[config.mk]
export PLATFORM = sky130hd
export DESIGN_NAME = sequenciador_pc_flat
export DESIGN_NICKNAME = d
export VERILOG_FILES = /design/src/rtl/sequenciador_pc_if.sv /design/src/rtl/sequenciador_pc.sv /design/src/flat_wrapper.sv
export SDC_FILE = /design/constraint.sdc
export NUM_CORES = 1
export LEC_CHECK = 0
export CORE_AREA = 8 8 159 161
export DETAILED_ROUTE_END_ITERATION = 8
export DIE_AREA = 0 0 167 169
export PLACE_DENSITY_LB_ADDON = 0.05
export SLEW_MARGIN = 20
export SYNTH_ARGS = -nofsm -noshare
export SYNTH_HDL_FRONTEND = slang
export SYNTH_SLANG_ARGS = --single-unit
[constraint.sdc]
create_clock -name clock -period 2.3 [get_ports clock]
set_input_delay 0.69 -clock clock [delete_from_list [all_inputs] [get_ports clock]]
set_output_delay 0.69 -clock clock [all_outputs]
set_load 0.01 [all_outputs]
[src/rtl/sequenciador_pc_if.sv]
// Bus between the PC sequencer and its fetch/datapath neighbours.
// master = sequencer side, slave = memory/datapath side.
interface sequenciador_pc_if;
  logic        mem_ack;
  logic        stall;
  logic        sinal_mux;
  logic [31:0] imediato;
  logic        mem_req;
  logic [31:0] endereco_pc;
  logic        pc_we;
  logic        instr_valid;
  logic        erro_alinhamento;
  logic [31:0] contador_instr;
  logic [2:0]  fase;

  modport master (
    input  mem_ack, stall, sinal_mux, imediato,
    output mem_req, endereco_pc, pc_we, instr_valid,
    output erro_alinhamento, contador_instr, fase
  );

  modport slave (
    output mem_ack, stall, sinal_mux, imediato,
    input  mem_req, endereco_pc, pc_we, instr_valid,
    input  erro_alinhamento, contador_instr, fase
  );
endinterface

[src/rtl/sequenciador_pc.sv]
// Multicycle fetch/PC sequencer: fetch, decode, execute, update.
// Owns the PC, retired-instruction count and misalignment flag.
module sequenciador_pc #(
  parameter logic [31:0] RESET_ADDR = 32'h0000_0000
) (
  input logic               clock,
  input logic               reset,
  sequenciador_pc_if.master bus
);

  typedef enum logic [2:0] {
    INICIO     = 3'b000,
    BUSCA      = 3'b001,
    DECODIFICA = 3'b010,
    EXECUTA    = 3'b011,
    ATUALIZA   = 3'b100,
    ERRO       = 3'b101
  } fase_e;

  fase_e       state_q, state_d;
  logic [31:0] pc_q, pc_d;
  logic [31:0] cnt_q, cnt_d;
  logic        err_q, err_d;
  logic        salto_q, salto_d;
  logic [31:0] imm_q, imm_d;
  logic [31:0] alvo;

  always_ff @(posedge clock) begin
    if (reset) begin
      state_q <= INICIO;
      pc_q    <= RESET_ADDR;
      cnt_q   <= '0;
      err_q   <= 1'b0;
      salto_q <= 1'b0;
      imm_q   <= '0;
    end else begin
      state_q <= state_d;
      pc_q    <= pc_d;
      cnt_q   <= cnt_d;
      err_q   <= err_d;
      salto_q <= salto_d;
      imm_q   <= imm_d;
    end
  end

  assign alvo = pc_q + bus.imediato;

  always_comb begin
    state_d = state_q;
    pc_d    = pc_q;
    cnt_d   = cnt_q;
    err_d   = err_q;
    salto_d = salto_q;
    imm_d   = imm_q;
    case (state_q)
      INICIO:     state_d = BUSCA;
      BUSCA:      if (bus.mem_ack) state_d = DECODIFICA;
      DECODIFICA: state_d = EXECUTA;
      EXECUTA: begin
        if (!bus.stall) begin
          salto_d = bus.sinal_mux;
          imm_d   = bus.imediato;
          // Misaligned taken target: trap without touching PC/count
          if (bus.sinal_mux && (alvo[1:0] != 2'b00)) begin
            state_d = ERRO;
            err_d   = 1'b1;
          end else begin
            state_d = ATUALIZA;
          end
        end
      end
      ATUALIZA: begin
        pc_d    = salto_q ? (pc_q + imm_q) : (pc_q + 32'd4);
        cnt_d   = cnt_q + 32'd1;
        state_d = BUSCA;
      end
      ERRO:       state_d = ERRO;
      default:    state_d = INICIO;
    endcase
  end

  assign bus.mem_req          = (state_q == BUSCA);
  assign bus.instr_valid      = (state_q == DECODIFICA);
  assign bus.pc_we            = (state_q == ATUALIZA);
  assign bus.endereco_pc      = pc_q;
  assign bus.contador_instr   = cnt_q;
  assign bus.erro_alinhamento = err_q;
  assign bus.fase             = state_q;

endmodule

[src/flat_wrapper.sv]
// flat-port wrapper written by rule: the top's interface ports become plain ports
module sequenciador_pc_flat 
#(
  parameter logic [31:0] RESET_ADDR = 32'h0000_0000
)
  (clock, reset, bus_mem_ack, bus_stall, bus_sinal_mux, bus_imediato, bus_mem_req, bus_endereco_pc, bus_pc_we, bus_instr_valid, bus_erro_alinhamento, bus_contador_instr, bus_fase);
  sequenciador_pc_if bus_i ();
  input logic clock;
  input logic reset;
  input wire logic [$bits(bus_i.mem_ack)-1:0] bus_mem_ack;
  input wire logic [$bits(bus_i.stall)-1:0] bus_stall;
  input wire logic [$bits(bus_i.sinal_mux)-1:0] bus_sinal_mux;
  input wire logic [$bits(bus_i.imediato)-1:0] bus_imediato;
  output wire logic [$bits(bus_i.mem_req)-1:0] bus_mem_req;
  output wire logic [$bits(bus_i.endereco_pc)-1:0] bus_endereco_pc;
  output wire logic [$bits(bus_i.pc_we)-1:0] bus_pc_we;
  output wire logic [$bits(bus_i.instr_valid)-1:0] bus_instr_valid;
  output wire logic [$bits(bus_i.erro_alinhamento)-1:0] bus_erro_alinhamento;
  output wire logic [$bits(bus_i.contador_instr)-1:0] bus_contador_instr;
  output wire logic [$bits(bus_i.fase)-1:0] bus_fase;
  assign bus_i.mem_ack = bus_mem_ack;
  assign bus_i.stall = bus_stall;
  assign bus_i.sinal_mux = bus_sinal_mux;
  assign bus_i.imediato = bus_imediato;
  assign bus_mem_req = bus_i.mem_req;
  assign bus_endereco_pc = bus_i.endereco_pc;
  assign bus_pc_we = bus_i.pc_we;
  assign bus_instr_valid = bus_i.instr_valid;
  assign bus_erro_alinhamento = bus_i.erro_alinhamento;
  assign bus_contador_instr = bus_i.contador_instr;
  assign bus_fase = bus_i.fase;
  sequenciador_pc #(.RESET_ADDR(RESET_ADDR)) u_core (.clock(clock), .reset(reset), .bus(bus_i));
endmodule
* Yosys cells after proc, flatten, opt, wreduce, memory -nomap -nowiden
Index checks and enable logic that the tools add are counted.
** Storage, ports and cells
- Flip-flop bits (word level) :: 101
- Output and inout bits :: 71
- Input port bits :: 37
** Cells by class
- Reductions and logical operators :: 7
- Equal/unequal tests :: 7
- Multiplexer cells :: 5
- Bitwise gates (word level) :: 1
- $add $sub $neg :: 4
** Operators by type and width (count)
- $add A32 B1 Y32 const B :: 1
- $add A32 B3 Y32 const B :: 1
- $add A32 B32 Y32 :: 1
- $mux W32 :: 1
- $pmux W3 S5 :: 1
- $eq A3 B2 Y1 const B :: 2
- $eq A3 B3 Y1 const B :: 2
- $mux W3 :: 2
- $ne A2 B2 Y1 const B :: 2
- $reduce_and A2 Y1 :: 2
- $eq A3 B1 Y1 const B :: 1
- $logic_not A3 Y1 :: 1
- $reduce_and A3 Y1 :: 1
- $add A2 B2 Y2 :: 1
- $reduce_bool A2 Y1 :: 1
- $reduce_or A2 Y1 :: 1
- $logic_and A1 B1 Y1 :: 1
- $mux W1 :: 1
- $not A1 Y1 :: 1

* Logic depth before layout (Yosys ltp)
Gate-level depths: netlist (run 1).
- Word-level depth :: 6
- Gate-level depth with buffers :: 12
- Gate-level depth less buffers :: 12

* Worst setup path before layout (run 1)
Ideal clock, no wire load.
- Path type :: reg2reg
- From :: register u_core.pc_q[0] (netlist: u_core.bus.endereco_pc[0])
- To :: register u_core.pc_q[30] (netlist: u_core.bus.endereco_pc[30])
- Path buffers :: 0
- Slack :: -337 ps
- Cell stages (with the launch flop) :: 13
- Data required time :: 2188 ps
- Arrival time :: 2525 ps
- Setup time :: 112 ps
- Cell sequence :: dfxtp_1 ha_1 inv_1 fa_1 nor2b_4 o21bai_4 a31o_1 o211a_1 o21ai_2 a311oi_1 o21bai_2 nor4b_1 a2111oi_1
** Between the ends
- Cells in the longest elaborated chain, start to end :: 2
** Ends and longest elaborated chain
- start, declared :: line sequenciador_pc.sv:21 : logic [31:0] pc_q, pc_d;
- start signal, assigned :: line sequenciador_pc.sv:38 : pc_q <= pc_d;
- $add A32 B3 Y32 / $add A32 B32 Y32 (equally long branches) :: line sequenciador_pc.sv:73 : pc_d = salto_q ? (pc_q + imm_q) : (pc_q + 32'd4);
- $mux W32 * :: line sequenciador_pc.sv:73
Mark *: on every way between the ends. The rest lies on a longest branch, timed or not.
A chain may end at the register's enable or synchronous reset.

* Worst setup path in the final report (run 1)
Same ends and word-level chain as after synthesis.

==> results of run 1 <==
-- what timing repair did --
| action | in CTS | in global routing |
|---|---|---|
| endpoints found under the setup margin | 23 | 24 |
| gates resized for setup | 68 | 82 |
| buffers inserted | 12 | 16 |
| pin swaps | 44 | 55 |
-- logic make-up after synthesis --
| group | after synthesis |
|---|---|
| AOI/OAI and AO/OA | 218 |
| adders and majority gates | 35 |
| DFF | 101 |
| and+or+nand+nor | 341 |
| xor gates and xnor gates | 47 |
| muxes | 7 |
| buffers and inverters | 58 |
-- stage by stage --
stage | total power (µW) | setup slack [ns] | utilization, % | area [µm²]
2_1_floorplan | 2190 | -0.127 | - | 6320
5_1_grt | 4380 | -0.416 | 42.5 | 9740
4_1_cts | 4200 | -0.372 | 40.2 | 9210
3_3_place_gp | 2520 | -0.314 | 37.2 | 8510
6_report | 4190 | -0.316 | 42.5 | 9740
3_5_place_dp | 2520 | -0.411 | 37.2 | 8510
-- path summary, 6_finish.rpt --
check / cells after the start / slack [ns] / endpoint / from
max: 12 / -0.32 / u_core.bus.endereco_pc[30] / u_core.bus.endereco_pc[0]
min: 2 / 0.47 / u_core.imm_q[26] / u_core.imm_q[26]
max reg2reg: 12 / -0.32 / u_core.bus.endereco_pc[30] / u_core.bus.endereco_pc[0]
min reg2reg: 2 / 0.47 / u_core.imm_q[26] / u_core.imm_q[26]
-- layout by cell type, fill, tap and decap left out, types with 19 or more instances in the layout --
| cell | instances |
|---|---|
| buf_4 | 135 |
| nand2_1 | 111 |
| clkdlybuf4s50_1 | 103 |
| nor2_1 | 88 |
| a21oi_1 | 85 |
| dfxtp_1 | 77 |
| nand3_1 | 29 |
| xor2_1 | 23 |
| dfxtp_2 | 22 |
| o21ai_0 | 20 |
| ha_4 | 19 |
-- flip-flops by register name (all words and copies together), names as in the netlist --
register / flops
u_core.bus.contador_instr: 32
u_core.bus.endereco_pc: 32
u_core.bus.erro_alinhamento: 1
u_core.bus.fase: 3
u_core.imm_q: 32
u_core.salto_q: 1
-- layer usage --
layer,global-route usage [%],routed length [µm]
met3,3.91,1190
met4,4.82,325
met1,18.3,10100
met2,26.2,10300
met5,0,13
-- layout make-up --
type,count,share of cell area (%)
clock inverter,7,0.887
clock buffer,9,2.31
timing repair buffer,254,23.2
sequential,101,21.1
inverter,16,0.617
multi-input combinational,648,48.1
tap,290,3.73
-- worst max-delay path, cell delays in order (launching register included) --
cell,delay [ns]
dfxtp_4,0.37
ha_4,0.13
inv_2,0.03
fa_2,0.36
nor2b_4,0.15
o21bai_4,0.07
a31o_4,0.23
o211a_4,0.25
o21ai_4,0.18
a311oi_4,0.14
o21bai_4,0.22
nor4b_2,0.09
a2111oi_4,0.28
-- power by group through the flow --
stage	logic, µW	clock network, µW	registers (µW)
floorplan	279	0	1910
global placement	643	0	1870
detailed placement	645	0	1880
CTS	676	1690	1840
global route	786	1740	1850
finish	720	1630	1850
==> metrics.md, run 1 <==
| Metric | Value |
|---|---|
| Syn nets | approximately 900 |
| TritonCTS Buffers | 9 |
| Vias per cell | between 4 and 5 |
| Setup WS post-layout | -0.316 ns |
| Root buffer cell | clkbuf_16 |
| Area of the multi-input gates | 4680 µm² |
| Initial antenna violation count | 1 |
| Worst skew pair latency | 0.37 ns |
| Internal power | between 2000 and 3000 µW |
| Synth Area in XOR/XNOR | about 6.6% |
| Post-synth ARST share | 0% |
| Main flop type after synthesis | dfxtp_1 |
| Largest area contributor in the netlist | dfxtp_1 |
| Count of flip-flops with a built-in enable after synthesis | 0 |
| Worst-Margin Slew | 0.472 ns |
| Clk pin slew, worst setup/hold paths | 0.08 ns |
| Status | finished, violations left |
| Post-synth top area share | ~32% |
| GR Overflow Total | 0 |
| Total GRT Usage | about 15% |
| Max Clock Freq | 382 MHz |
| Clock tree from TritonCTS | done |
| Post-DP HPWL | approximately 16 mm |
| Vias post-DR | 6578 |
| Die Height | approximately 170 µm |
| TritonRoute pass-1 iters | 4 |
| Wire per inst | 16.6 µm |
| Synth Area in Compound Gates | 22.0% |
| Top-count cell post-synth | nand2_1 |
| First-pass GRT wire length | 35.1 mm |
| Core ar. | 22900 µm² |
| Switching power | 1240 µW |
| FF/Latch Area | 2060 µm² |
| Final setup TNS | -2.37 ns |
| Die ar. | 28200 µm² |
| Final Cycle Share | 114% |
| Worst Path Required | 2.56 ns |
| Post-Layout Cell Count | roughly 1300 |
| HP Class | reg2reg |
| VDD IR max | roughly 0.39 mV |
| Post-layout min period | 2.62 ns |
| Crit path launch type | flop |
| Part of the power in the clock network | roughly two fifths |
| 1st-iter DRT viols | 278 |
| # DRC | 0 |
| Vias in the first global route | between 6000 and 7000 |
| Area growth from synthesis to layout | 55.9% |
| Multiplexer share of the synthesized area | 1.14% |
| Final setup vio count | 15 |
| # nets final | approximately 1100 |
| Hold Vio Cnt, Final | 0 |
| RSZ-0062 raised after global routing | true |
| Leak | 0.00369 µW |
| Post-Synth Simple-Gate Area | about a quarter |
| IO Pins | about 110 |
| # fillers | 2260 |
| Maximum Capacitance Violations | 0 |
| Initial Utilization | 27.3% |
| Failing checks | negative setup slack |
| Top cells by count, synth | 116 x nand2_1, 101 x a21oi_1, 101 x dfxtp_1 |
| Remaining antenna violation count | 0 |
| CTS H-Tree Depth | 3 |
| Largest net degree at the start of global routing | 62 |
| Count of input and output buffers | 107 |
| Power per cell area | 431 nW/µm² |
| Seq cells post-synth | 101 |
| Ratio of cells with drive above 1 in the final layout | 29.1% |
| Worst hold slack | 0.471 ns |
| Synth unique cells | 73 |
| CTS Hold Bufs | 0 |
| Ys Warns | 0 |
| Sequential Power Share | 44.0% |
| N_diodes | 0 |
| Slew Limit Fails | 0 |
| WL final | 22.0 mm |
| Arr. time, crit path | about 2.9 ns |
| Combinational share of power | 17.2% |
| Mean Syn Cell Area | 7.74 µm² |
| Die outline width | 167 µm |
| Largest family of logic cells by synthesized area | simple AND/OR/NAND/NOR gates |
| Relative slew slack | roughly 69% |
| Clk_skew | 0.0168 ns |
| Row count | 56 |
| Sw Share | 29.5% |
| Adder-Cell Fraction of Synth Area | under 10% |
| Clock Sinks | 101 |
| Ranking of synthesized cells by area | dfxtp_1 32%, a21oi_1 8.1%, nand2_1 7.0%, ha_1 6.8%, nor2_1 5.7% |
| Seq/Total Area, Yosys | 32.4% |
| Crit Path Category | reg2reg |
| Max FO, Critical Path | 4 |
| Crit. End Element | flop |
| Placed Cells | 1284 |
| GPL Wtd Cong | 0.811 |
| Clk buf depth | 2 |
| Cell area after synthesis | 6240 µm² |
| Cell count after synthesis | 807 |
Power figures use the tool's default switching activity.
==> inputs of run 2 (changes only) <==
--- a/config.mk
+++ b/config.mk
@@ -5,11 +5,12 @@
 export SDC_FILE = /design/constraint.sdc
 export NUM_CORES = 1
 export LEC_CHECK = 0
-export CORE_AREA = 8 8 159 161
+export CORE_AREA = 4 4 155 157
 export DETAILED_ROUTE_END_ITERATION = 8
-export DIE_AREA = 0 0 167 169
+export DIE_AREA = 0 0 159 161
+export DONT_BUFFER_PORTS = 1
 export PLACE_DENSITY_LB_ADDON = 0.05
-export SLEW_MARGIN = 20
+export SLEW_MARGIN = 5
 export SYNTH_ARGS = -nofsm -noshare
 export SYNTH_HDL_FRONTEND = slang
 export SYNTH_SLANG_ARGS = --single-unit
==> metrics.md, run 2 (same netlist as run 1, synthesis figures left out) <==
| Metric | Value |
|---|---|
| Vias per cell | 5.12 |
| IO Pins | between 100 and 150 |
| Die ar. | 25600 µm² |
| R2r startpoint | u_core.bus.endereco_pc[0] |
| Vias in the first global route | ~6200 |
| HP Class | in2reg |
| Final setup TNS | -2.77 ns |
| Initial antenna violation count | 0 |
| Power per cell area | between 400 and 500 nW/µm² |
| Vias post-DR | 6200 |
| CTS H-Tree Depth | 3 |
| Maximum Capacitance Violations | 0 |
| Max Clock Freq | 381 MHz |
| Worst Path Required | 2.58 ns |
| # nets final | 992 |
| WL final | 20.6 mm |
| Max FO, Critical Path | 3 |
| Crit. End Element | flop |
| Root buffer cell | clkbuf_16 |
| Arr. time, crit path | 2.90 ns |
| Worst skew pair latency | about 0.36 ns |
| Post-DP HPWL | 15.0 mm |
| Status | finished, violations left |
| Worst r2r dst | u_core.bus.endereco_pc[26] |
| Initial Utilization | 27.8% |
| Crit path launch type | flop |
| Ratio of cells with drive above 1 in the final layout | 27.2% |
| Core ar. | between 20000 and 25000 µm² |
| # DRC | 0 |
| R2R depth | 12 |
| Wire per inst | 17.0 µm |
| Final setup vio count | 14 |
| Die Height | 161 µm |
| Reg-to-reg slack, setup | -0.32 ns |
| Total GRT Usage | 15.8% |
| Total chip power | 3920 µW |
| TritonCTS Buffers | 9 |
| # fillers | 2356 |
| GR Overflow Total | 0 |
| Failing checks | negative setup slack |
| Hold Path End | u_core.bus.contador_instr[5] |
| RSZ-0062 raised after global routing | true |
| Slew Limit Fails | 0 |
| Largest net degree at the start of global routing | 110 |
| Worst-Margin Slew | 0.467 ns |
| Hold path cells | 1 |
| Count of input and output buffers | 0 |
| 1st-iter DRT viols | 341 |
| Commonest non-fill, non-tap cell in the layout | buf_4 |
| Clk buf depth | 2 |
| Hold Vio Cnt, Final | 0 |
| Remaining antenna violation count | 0 |
| Relative slew slack | between 60 and 70% |
| Leak | 0.00327 µW |
| Core Util, Final | around 37% |
| Clk pin slew, worst setup/hold paths | roughly 0.08 ns |
| First-pass GRT wire length | 33.1 mm |
| Commonest cells after routing, fill and taps aside | 136 x buf_4, 114 x nand2_1, 91 x nor2_1 |
| Setup WS post-layout | -0.323 ns |
| Clock Sinks | 101 |
| Crit Path Category | reg2reg |
| TritonRoute pass-1 iters | 4 |
| Row count | 55 |
| Min-delay src | reset |
| VDD IR max | 0.316 mV |
| GPL Wtd Cong | 0.779 |
| Final Cycle Share | 114% |
| Post-layout min period | 2.62 ns |
| N_diodes | 0 |
| Clk_skew | around 0.0081 ns |
| Die outline width | around 160 µm |
| Clock tree from TritonCTS | done |
| Area growth from synthesis to layout | 32.4% |
run 2: cell types whose count changed in the layout (fill, tap and decap cells not counted), moves of 4 or more:
cell | previous run | this run
a21oi_1 | 85 | 89
a221oi_1 | 6 | 10
a221oi_2 | 8 | 4
buf_6 | 8 | 4
clkdlybuf4s50_1 | 103 | 0
dfxtp_1 | 77 | 84
dfxtp_2 | 22 | 15
ha_1 | 14 | 22
ha_4 | 19 | 11
xor2_1 | 23 | 27
xor2_2 | 4 | 0
run 2: critical path, cell delays in order, from the launching register on:
cell,delay (ns)
dfxtp_4,0.36
ha_4,0.16
inv_2,0.05
fa_2,0.23
nor2b_4,0.05
o21bai_4,0.11
a31o_1,0.19
o211a_1,0.24
o21ai_2,0.09
a311oi_2,0.31
o21bai_2,0.11
or4b_1,0.53
o211ai_1,0.11
run 2: layout make-up:
| type | count | area [µm²] | share of cell area, % |
|---|---|---|---|
| clock buffers | 9 | 225 | 2.72 |
| flip-flops and latches | 101 | 2050 | 24.8 |
| repair buffers | 144 | 1150 | 13.9 |
| multi-input cells | 648 | 4350 | 52.6 |
| inverters | 16 | 62.6 | 0.756 |
| well taps | 285 | 357 | 4.31 |
| clock inverters | 7 | 77.6 | 0.938 |
run 2: repair_timing:
action	CTS	global route
endpoints found under the setup margin	21	29
buffers inserted	4	11
hold buffers	0	0
gates resized for setup	40	46
pin swaps	31	22
run 2: routing by layer:
| layer | part of all wire, % | track usage, % |
|---|---|---|
| met1 | 46 | 20.6 |
| met3 | 6.8 | 4.75 |
| met5 | 0 | 0 |
| met4 | 0.89 | 3.39 |
| met2 | 46 | 26.0 |
run 2: how the worst max path moves through the flow:
stage,from,endpoint,slack [ns],cells past startpoint
finish,u_core.bus.endereco_pc[0],u_core.bus.endereco_pc[26],-0.32,12
CTS,u_core.bus.endereco_pc[0],u_core.bus.endereco_pc[30],-0.30,12
floorplan,u_core.bus.endereco_pc[0],u_core.bus.endereco_pc[26],-0.13,12
detailed placement,u_core.imm_q[0],u_core.bus.endereco_pc[30],-0.33,12
global route,u_core.bus.endereco_pc[0],u_core.bus.endereco_pc[30],-0.48,12
global placement,u_core.imm_q[0],u_core.bus.endereco_pc[28],-0.28,12
run 2: power by group:
| part | switching [µW] | leakage (µW) | internal [µW] |
|---|---|---|---|
| clock | 798 | 0.000149 | 774 |
| sequential | 40.0 | 0.000826 | 1800 |
| combinational | 274 | 0.00230 | 240 |
run 2: per-stage QoR:
| stage | cells | cell area [µm²] | hold slack [ns] | worst slack, ns |
|---|---|---|---|---|
| final | 1210 | 8270 | 0.398 | -0.323 |
| after global routing | 1210 | 8270 | 0.376 | -0.480 |
| after CTS | 1199 | 7980 | 0.378 | -0.297 |
| after detailed placement | 1179 | 7480 | 0.448 | -0.331 |
| after global placement | 1179 | 7480 | 0.442 | -0.282 |
| after floorplan | 807 | 6320 | 0.440 | -0.127 |
==> inputs of run 3 (changes only) <==
--- a/config.mk
+++ b/config.mk
@@ -5,9 +5,9 @@
 export SDC_FILE = /design/constraint.sdc
 export NUM_CORES = 1
 export LEC_CHECK = 0
-export CORE_AREA = 4 4 155 157
+export CORE_AREA = 4 4 117 119
 export DETAILED_ROUTE_END_ITERATION = 8
-export DIE_AREA = 0 0 159 161
+export DIE_AREA = 0 0 121 123
 export DONT_BUFFER_PORTS = 1
 export PLACE_DENSITY_LB_ADDON = 0.05
 export SLEW_MARGIN = 5
==> metrics.md, run 3 (same netlist as run 1, synthesis figures left out) <==
| Metric | Value |
|---|---|
| Status | finished, violations left |
| Failing checks | negative setup slack |
| Hold Vio Cnt, Final | 0 |
| Initial antenna violation count | 0 |
| Vias per cell | 5.74 |
| Row count | 41 |
| Clock tree from TritonCTS | done |
| Clk buf depth | 2 |
| Total GRT Usage | between 20% and 30% |
| Initial Utilization | approximately half |
| Count of input and output buffers | 0 |
| Final setup TNS | -2.20 ns |
| Ratio of cells with drive above 1 in the final layout | 26.7% |
| Commonest cells after routing, fill and taps aside | 133 x buf_4, 114 x nand2_1, 89 x nor2_1 |
| Clk_skew | 0.0143 ns |
| WL final | 18.2 mm |
| Vias in the first global route | approximately 6000 |
| Setup WS post-layout | -0.242 ns |
| HP Class | in2reg |
| # nets final | 981 |
| Crit path launch type | flop |
| Core Util, Final | 64.0% |
| GR Overflow Total | 0 |
| Worst-Margin Slew | 0.415 ns |
| Clk pin slew, worst setup/hold paths | about 0.080 ns |
| Root buffer cell | clkbuf_16 |
| Core ar. | 12600 µm² |
| Area growth from synthesis to layout | 28.8% |
| Worst Path Required | approximately 2.6 ns |
| Clock Sinks | 101 |
| Largest net degree at the start of global routing | between 100 and 150 |
| Crit. End Element | flop |
| Power per cell area | 501 nW/µm² |
| Commonest non-fill, non-tap cell in the layout | buf_4 |
| IO Pins | 108 |
| Leak | 0.00319 µW |
| # DRC | 0 |
| Final Cycle Share | 111% |
| Max FO, Critical Path | 3 |
| Final setup vio count | 15 |
| 1st-iter DRT viols | 364 |
| N_diodes | 0 |
| Remaining antenna violation count | 0 |
| Slew Limit Fails | 0 |
| Crit Path Category | reg2reg |
| VDD IR max | a little under 0.4 mV |
| RSZ-0062 raised after global routing | true |
| First-pass GRT wire length | 29.1 mm |
| Vias post-DR | roughly 6200 |
| Placed inst area | 7230 µm² |
| Finished Cell Area | 8040 µm² |
| Post-DP HPWL | approximately 13 mm |
| TritonCTS Buffers | 9 |
| CTS H-Tree Depth | 3 |
| Die outline width | 121 µm |
| Arr. time, crit path | 2.82 ns |
| Maximum Capacitance Violations | 0 |
| Post-layout min period | around 2.5 ns |
| CTS Hold Bufs | 0 |
| Relative slew slack | 72.0% |
| Die Height | 123 µm |
| GPL Wtd Cong | between 0.8 and 0.9 |
| Wire per inst | 16.7 µm |
| Max Clock Freq | a little under 400 MHz |
| TritonRoute pass-1 iters | 5 |
| Die ar. | 14900 µm² |
| Worst skew pair latency | roughly 0.37 ns |
[run 3: cell types whose count changed in the layout (fill, tap and decap cells not counted), moves of 3 or more]
cell | before | now
dfxtp_1 | 84 | 88
ha_4 | 11 | 14
buf_4 | 136 | 133
a21oi_2 | 10 | 14
buf_12 | 4 | 0
a21oi_1 | 89 | 86
buf_6 | 4 | 0
dfxtp_2 | 15 | 11
[run 3: stage by stage]
step | setup WS [ns] | total power, µW | std cells | hold WS, ns
after detailed placement | -0.333 | 2330 | 1058 | 0.446
after CTS | -0.237 | 4020 | 1079 | 0.376
after floorplan | -0.127 | 2190 | 807 | 0.440
after global placement | -0.263 | 2330 | 1058 | 0.442
final | -0.242 | 4030 | 1086 | 0.388
after global routing | -0.413 | 4180 | 1086 | 0.377
[run 3: critical path: stages (launching register included)]
cell and delay [ns]:
dfxtp_4 0.36, ha_4 0.13, inv_2 0.03, fa_2 0.36
nor2b_4 0.17, o21bai_4 0.08, a31o_1 0.21, o211a_1 0.25
buf_4 0.15, o21bai_1 0.16, a21oi_2 0.11, xor2_1 0.16
a2111oi_2 0.29
[run 3: cell type report]
type                    count  area (µm²)
inverters                  16        60.1
flip-flops and latches    101        2040
multi-input cells         648        4400
repair buffers            133         998
fillers                  1096        4530
clock inverters             7         100
clock buffers               9         225
well taps                 172         215
[run 3: path summary, 6_finish.rpt]
check,endpoint,slack (ns),depth (start not counted),startpoint
setup reg to reg,u_core.bus.endereco_pc[20],-0.24,12,u_core.bus.endereco_pc[0]
hold / removal,u_core.bus.contador_instr[5],0.39,1,reset
setup / recovery,u_core.bus.endereco_pc[20],-0.24,12,u_core.bus.endereco_pc[0]
hold reg to reg,u_core.imm_q[30],0.46,2,u_core.imm_q[30]
[run 3: power breakdown]
group          leakage (µW)  internal (µW)  switching, µW  total, µW
sequential         0.000824           1800           43.2       1840
combinational       0.00220            236            268        504
clock              0.000160            884            800       1680
[run 3: repair_timing]
| item | in CTS | in global routing |
|---|---|---|
| endpoints found under the hold margin | 0 | 0 |
| resized for setup | 26 | 53 |
| pin swaps | 22 | 39 |
| buffers inserted | 5 | 7 |
| endpoints found under the setup margin | 19 | 22 |
[run 3: layer usage]
layer	part of all wire, %	vias up	GRT usage [%]
li1	-	3095	-
met3	6.7	28	6.91
met4	2.1	0	9.14
met1	45	2944	31.2
met5	0	-	0
met2	46	172	37.9
